`src/rtl/sev_seg_ctrl_pkg.sv`:
```
// Shared definitions for the seven-segment display controller.
// Holds the conversion FSM state encoding, the digit codes understood by the
// character decoder, and the double-dabble nibble adjust helper.
package sev_seg_ctrl_pkg;

    typedef enum logic {
        IDLE = 1'b0,
        CONV = 1'b1
    } state_t;

    // Digit codes: 0..9 are numerals, everything else is a symbol.
    localparam logic [3:0] CODE_ZERO  = 4'h0;
    localparam logic [3:0] CODE_MINUS = 4'hA;
    localparam logic [3:0] CODE_BLANK = 4'hF;

    // Number of binary bits shifted through the BCD converter.
    localparam int CONV_BITS = 8;

    // Double-dabble correction: a nibble of 5 or more would carry past 9
    // after the next doubling, so pre-add 3 to land on the right BCD digit.
    function automatic logic [3:0] dd_adjust(input logic [3:0] nib);
        return (nib >= 4'd5) ? (nib + 4'd3) : nib;
    endfunction

endpackage

```
`src/rtl/sev_seg_char_decoder.sv`:
```
// Purpose: maps a 4-bit digit code to active-high segments {dp, g..a}.
// Latency: purely combinational, zero cycles.
// Backpressure: none.
// Ports: code (digit code in), seg (segment pattern out; dp always 0).
module sev_seg_char_decoder
    import sev_seg_ctrl_pkg::*;
(
    input  logic [3:0] code,
    output logic [7:0] seg
);

    always_comb begin
        seg = 8'h00;
        case (code)
            4'h0:       seg = 8'h3F;
            4'h1:       seg = 8'h06;
            4'h2:       seg = 8'h5B;
            4'h3:       seg = 8'h4F;
            4'h4:       seg = 8'h66;
            4'h5:       seg = 8'h6D;
            4'h6:       seg = 8'h7D;
            4'h7:       seg = 8'h07;
            4'h8:       seg = 8'h7F;
            4'h9:       seg = 8'h6F;
            CODE_MINUS: seg = 8'h40;
            default:    seg = 8'h00;   // CODE_BLANK and unused codes
        endcase
    end

endmodule

```
`src/rtl/sev_seg_ctrl.sv`:
```
// Purpose: converts a byte (signed or unsigned) to decimal and scans it onto a 4-digit display.
// Latency: display updates 8 cycles after the load edge; segs/sel are registered, one cycle behind the scan state.
// Backpressure: busy is high during conversion; load pulses while busy are dropped.
// Ports: clk, rst (async, active-high), value/load/twos_complement (operand capture),
//        busy (conversion running), segs ({dp, g..a}), sel (one-hot digit select, sel[0] rightmost).
module sev_seg_ctrl
    import sev_seg_ctrl_pkg::*;
#(
    parameter int PRESCALE     = 1000,
    parameter int BLANK_CYCLES = 16,
    parameter bit ACTIVE_HIGH  = 1'b0
) (
    input  logic       clk,
    input  logic       rst,
    input  logic [7:0] value,
    input  logic       load,
    input  logic       twos_complement,
    output logic       busy,
    output logic [7:0] segs,
    output logic [3:0] sel
);

    localparam int              PW         = (PRESCALE > 1) ? $clog2(PRESCALE) : 1;
    localparam logic [PW-1:0]   PRESC_LAST = PW'(PRESCALE - 1);
    localparam logic [PW-1:0]   BLANK_END  = PW'(BLANK_CYCLES);
    localparam logic [7:0]      SEGS_OFF   = ACTIVE_HIGH ? 8'h00 : 8'hFF;
    localparam logic [3:0]      SEL_OFF    = ACTIVE_HIGH ? 4'h0  : 4'hF;

    // ---------------------------------------------------------------
    // Conversion FSM
    // ---------------------------------------------------------------
    state_t      state;
    state_t      state_nxt;
    logic [2:0]  bit_cnt;
    logic        last_bit;

    assign last_bit = (bit_cnt == 3'(CONV_BITS - 1));
    assign busy     = (state == CONV);

    always_ff @(posedge clk or posedge rst) begin
        if (rst) begin
            state <= IDLE;
        end else begin
            state <= state_nxt;
        end
    end

    always_comb begin
        state_nxt = state;
        case (state)
            IDLE:    if (load)     state_nxt = CONV;
            CONV:    if (last_bit) state_nxt = IDLE;
            default:               state_nxt = IDLE;
        endcase
    end

    // ---------------------------------------------------------------
    // Operand capture and double-dabble datapath
    // ---------------------------------------------------------------
    logic        neg_in;
    logic [7:0]  mag;
    logic [7:0]  shreg;
    logic [11:0] bcd;
    logic [11:0] bcd_adj;
    logic [11:0] bcd_nxt;
    logic        neg_pend;

    // 256-value kept to 8 bits: the largest magnitude is 128 (0x80), so the
    // truncated two's-complement negate is exact.
    assign neg_in  = twos_complement & value[7];
    assign mag     = neg_in ? (~value + 8'd1) : value;

    assign bcd_adj = {dd_adjust(bcd[11:8]), dd_adjust(bcd[7:4]), dd_adjust(bcd[3:0])};
    assign bcd_nxt = {bcd_adj[10:0], shreg[7]};

    // Display registers: committed only when the last bit has been shifted,
    // so an aborted conversion never leaks a partial result.
    logic        neg;
    logic [3:0]  d0;
    logic [3:0]  d1;
    logic [3:0]  d2;

    always_ff @(posedge clk or posedge rst) begin
        if (rst) begin
            bit_cnt  <= '0;
            shreg    <= '0;
            bcd      <= '0;
            neg_pend <= 1'b0;
            neg      <= 1'b0;
            d0       <= CODE_ZERO;
            d1       <= CODE_BLANK;
            d2       <= CODE_BLANK;
        end else if (state == IDLE) begin
            if (load) begin
                shreg    <= mag;
                neg_pend <= neg_in;
                bcd      <= '0;
                bit_cnt  <= '0;
            end
        end else begin
            shreg   <= {shreg[6:0], 1'b0};
            bcd     <= bcd_nxt;
            bit_cnt <= bit_cnt + 3'd1;
            if (last_bit) begin
                neg <= neg_pend;
                d0  <= bcd_nxt[3:0];
                d1  <= ((bcd_nxt[11:8] == 4'd0) && (bcd_nxt[7:4] == 4'd0)) ? CODE_BLANK
                                                                           : bcd_nxt[7:4];
                d2  <= (bcd_nxt[11:8] == 4'd0) ? CODE_BLANK : bcd_nxt[11:8];
            end
        end
    end

    // ---------------------------------------------------------------
    // Scanning: free-running, independent of the converter
    // ---------------------------------------------------------------
    logic [PW-1:0] presc;
    logic [1:0]    idx;

    always_ff @(posedge clk or posedge rst) begin
        if (rst) begin
            presc <= '0;
            idx   <= 2'd0;
        end else if (presc == PRESC_LAST) begin
            presc <= '0;
            idx   <= idx + 2'd1;
        end else begin
            presc <= presc + PW'(1);
        end
    end

    logic [3:0] cur_code;
    logic [7:0] cur_seg;
    logic [3:0] cur_sel;
    logic       blanking;

    always_comb begin
        cur_code = d0;
        case (idx)
            2'd0:    cur_code = d0;
            2'd1:    cur_code = d1;
            2'd2:    cur_code = d2;
            default: cur_code = neg ? CODE_MINUS : CODE_BLANK;
        endcase
    end

    sev_seg_char_decoder u_dec (
        .code (cur_code),
        .seg  (cur_seg)
    );

    assign cur_sel  = 4'b0001 << idx;
    // Opening cycles of each slot are dark so the previous digit's charge
    // does not ghost onto the newly selected one.
    assign blanking = (presc < BLANK_END);

    always_ff @(posedge clk or posedge rst) begin
        if (rst) begin
            segs <= SEGS_OFF;
            sel  <= SEL_OFF;
        end else if (blanking) begin
            segs <= SEGS_OFF;
            sel  <= SEL_OFF;
        end else begin
            segs <= ACTIVE_HIGH ? cur_seg : ~cur_seg;
            sel  <= ACTIVE_HIGH ? cur_sel : ~cur_sel;
        end
    end

endmodule

```
`config.mk`:
```
export PLATFORM = sky130hd
export DESIGN_NAME = sev_seg_ctrl
export DESIGN_NICKNAME = d
export VERILOG_FILES = /design/src/rtl/sev_seg_ctrl_pkg.sv /design/src/rtl/sev_seg_char_decoder.sv /design/src/rtl/sev_seg_ctrl.sv
export SDC_FILE = /design/constraint.sdc
export NUM_CORES = 1
export LEC_CHECK = 0
export BUFFER_PORTS_ARGS = -buffer_cell sky130_fd_sc_hd__clkbuf_2
export CORE_MARGIN = 10
export CORE_UTILIZATION = 36
export CTS_CLUSTER_SIZE = 8
export DETAILED_ROUTE_END_ITERATION = 16
export PLACE_DENSITY_LB_ADDON = 0.15
export SETUP_SLACK_MARGIN = 0.5
export SLEW_MARGIN = 20
export SYNTH_ARGS = -nofsm -noshare
export SYNTH_HDL_FRONTEND = slang
export SYNTH_SLANG_ARGS = --single-unit
```
`constraint.sdc`:
```
create_clock -name clk -period 2 [get_ports clk]
set_input_delay 0.2 -clock clk [delete_from_list [all_inputs] [get_ports clk]]
set_output_delay 0.2 -clock clk [all_outputs]
set_load 0.005 [all_outputs]
```
==> flow_summary.json <==
{
  "outcome": "complete, no violations",
  "crit_start": "idx[1]",
  "holdPathEnd": "shreg[0]",
  "critPathMaxFanout": 8,
  "pre_cts_ws_ps": 123,
  "slew_viol_final": 0,
  "synth-seq-cells": 61,
  "finalCriticalPeriod_ps": 1770,
  "crit_slowest_cell": "dfrtp_2",
  "fin_crit_sh_pct": 88.6,
  "timing.hold.ws_ps": 169,
  "cts_tree": "done",
  "drt-initial-drc-count": 131,
  "timing.rr.end": "segs[0]",
  "drive_gt1_share_pct": 41.2,
  "r2r_start": "idx[1]",
  "rsz0062_at_grt": "true",
  "crit_family": "flip-flops",
  "ant_nets": 0,
  "final_area_mm2": 0.00439,
  "synth_cell_type_count": 44,
  "crit_path_end_kind": "flip-flop",
  "cts_sinks": 61,
  "areaGrowthSynthToFinish_pct": 36.9,
  "start_util_pct": 36.9,
  "r2r_slack_ps": 230,
  "max_stage_delay_ps": 440,
  "drt_first_pass_iters": 4,
  "netlist_area_mm2": 0.00320,
  "grt_pass1_wl_mm": 13.2,
  "hold_class": "in2reg",
  "final-setup-viol-count": 0,
  "synth_edf_count": 0,
  "die_area_mm2": 0.0131,
  "drcViolationCount": 0,
  "cp_num_buf_inv": 1,
  "syn-num-nets": 378,
  "syn_area_per_cell_um2": 9.26,
  "core_area_mm2": 0.00868,
  "max_slew.worst_pin.slew_ps": 593,
  "gp_congestion": 0.804,
  "ys_seq_area_share_pct": 48.4,
  "routedWlPerCell_um": 15.2,
  "grt_pass1_vias": 2674,
  "numCtsBuffers": 9,
  "setup_slack_ps": 228,
  "cts-htree-levels": 3,
  "path_depth": 7,
  "layout.nets": 437,
  "dpl.hpwl_mm": 5.00,
  "timing.final.hold_violations": 0,
  "p_per_area_mw_per_mm2": 1440,
  "io_pins": 25,
  "path_clk_slew_ps": 70,
  "fp.dieH_um": 114,
  "grt_max_degree": 44,
  "placed_cells": 471,
  "wl_mm": 7.88,
  "ir_worst_vdd_mv": 0.581,
  "synth-async-reset-ratio_pct": 100,
  "root_buffer": "clkbuf_8",
  "hold_depth": 3,
  "grt_antenna_before_repair": 0,
  "netlist_instances": 346,
  "gr-total-overflow": 0,
  "synth_warnings": 0,
  "crit_type": "reg2reg",
  "clk_latency_ps": 340,
  "cap_violations": 0,
  "ff2ff_path_depth": 7,
  "finClkSkew_ps": 14.1,
  "slew-limit-headroom_pct": 60.5,
  "fin_cells": 518,
  "placed_area_mm2": 0.00352,
  "fmax_mhz": 564,
  "vias": 2667,
  "synth_ff_type": "dfrtp_1",
  "critPathLaunchType": "flip-flop",
  "die_x_um": 114,
  "viasPerCell": 5.15,
  "grt_usage_pct": 12.5,
  "hp-start": "value[0]",
  "path_cells": "buf_6 -> ha_4 -> a21oi_1 -> nand2_2 -> mux2_4 -> nor2_4 -> o21ai_1",
  "diodes": 0,
  "fin_tns_setup_ps": 0,
  "arrival_ps": 2020,
  "rows": 34,
  "cp.required_ps": 2250,
  "p_leak_nw": 1.87,
  "portBuffers": 23,
  "cts_buffer_depth": 2
}
sequential cells by signal (all words and copies together) (netlist names):
name / cells
idx: 2
d0: 4
bit_cnt: 3
presc: 10
bcd: 12
busy: 1
shreg: 8
d2: 4
neg_pend: 1
segs: 7
sel: 4
neg: 1
d1: 4
cells in the final DEF, fill, tap and decap left out, types with 3 or more instances in the layout:
master	count
o21ai_0	22
inv_2	8
mux2i_1	4
nor3b_1	3
clkbuf_8	10
buf_6	4
dfrtp_2	4
nand3_1	11
xnor2_1	7
a21oi_2	6
o22ai_1	6
nor2_1	24
nand2_1	62
nand2_2	3
nor2_2	6
ha_4	12
buf_4	29
dfstp_2	19
o31ai_1	4
bufinv_16	3
ha_1	6
dfrtp_1	38
nor3_1	5
o21ai_2	3
clkbuf_2	23
a31oi_1	6
a21oi_1	12
o21ai_1	6
xor2_1	5
worst reg2reg max path, cell delays in order, from the launching register on:
cell and delay (ps):
dfrtp_2 440, buf_6 130, ha_4 180, a21oi_1 230, nand2_2 180, mux2_4 350
nor2_4 120, o21ai_1 70
cells by family (layout without fill, tap and decap cells):
family | Yosys count | count (layout) | synth area share, %
multiplexers | 8 | 8 | 2.69
AND/OR/NAND/NOR | 139 | 139 | 20.1
flip-flops | 61 | 61 | 48.4
buffers and inverters | 25 | 89 | 3.05
XOR/XNOR | 14 | 14 | 3.83
other | 1 | 1 | 0.117
AO/OA/AOI/OAI | 78 | 78 | 14.1
adder cells (fa/ha/maj) | 20 | 20 | 7.81
what timing repair did:
action,4_1_cts,5_1_grt
hold buffers,1,0
endpoints found under the setup margin,28,39
resized for setup,68,21
hold endpoints to repair,7,0
pin swaps,25,13
setup buffers,22,8
cloned,0,0
worst max-delay path by stage:
stage | end | slack (ps)
6_report | segs[0] | 230
3_5_place_dp | segs[3] | 120
3_3_place_gp | segs[5] | 160
5_1_grt | segs[1] | 150
4_1_cts | segs[1] | 250
2_1_floorplan | segs[0] | 200
cell usage after synthesis (2+ instances only):
cell type	n	share of area, %
a211oi_1	2	0.47
a21o_1	2	0.47
a21oi_1	20	3.1
a22o_1	2	0.55
a22oi_1	2	0.47
a31oi_1	6	1.2
buf_1	2	0.23
clkbuf_1	8	0.94
dfrtp_1	42	33
dfstp_2	19	16
ha_1	20	7.8
inv_1	13	1.5
mux2i_1	6	1.9
nand2_1	64	7.5
nand2_2	2	0.39
nand2b_1	4	0.78
nand3_1	12	1.9
nand3b_1	2	0.47
nor2_1	31	3.6
nor3_1	7	1.1
nor3b_1	5	1.2
nor4_1	2	0.39
o21ai_0	31	4.8
o22ai_1	6	1.2
o31ai_1	4	0.94
or3_1	2	0.39
xnor2_1	9	2.5
xor2_1	5	1.4
per-stage QoR:
stage	util, %	total power, mW
2_1_floorplan	-	3.44
3_3_place_gp	40.6	3.96
3_5_place_dp	40.6	4.00
4_1_cts	48.8	6.03
5_1_grt	50.5	6.80
6_report	50.5	6.32
layout make-up:
class                           count  area [µm²]
Inverter                           14        65.1
Timing Repair Buffer               59         423
Tap cell                          108         135
Clock inverter                      4        95.1
Fill cell                         828        4290
Clock buffer                       12         145
Multi-Input combinational cell    260        1970
Sequential cell                    61        1560
layer usage:
| layer | wire, µm | vias to the layer above | global-route usage [%] |
|---|---|---|---|
| met5 | 0 | - | 0 |
| met4 | 80 | 0 | 4.09 |
| met3 | 267 | 8 | 3.93 |
| met2 | 3900 | 36 | 20.2 |
| met1 | 3640 | 1313 | 15.4 |
| li1 | - | 1310 | - |
where the power goes:
part,switching (mW),internal [mW],total [mW]
registers,0.352,1.76,2.12
clock network,0.496,0.862,1.36
logic,1.49,1.35,2.85
total,2.34,3.98,6.32
No activity file was read; power rests on OpenSTA's default activity.
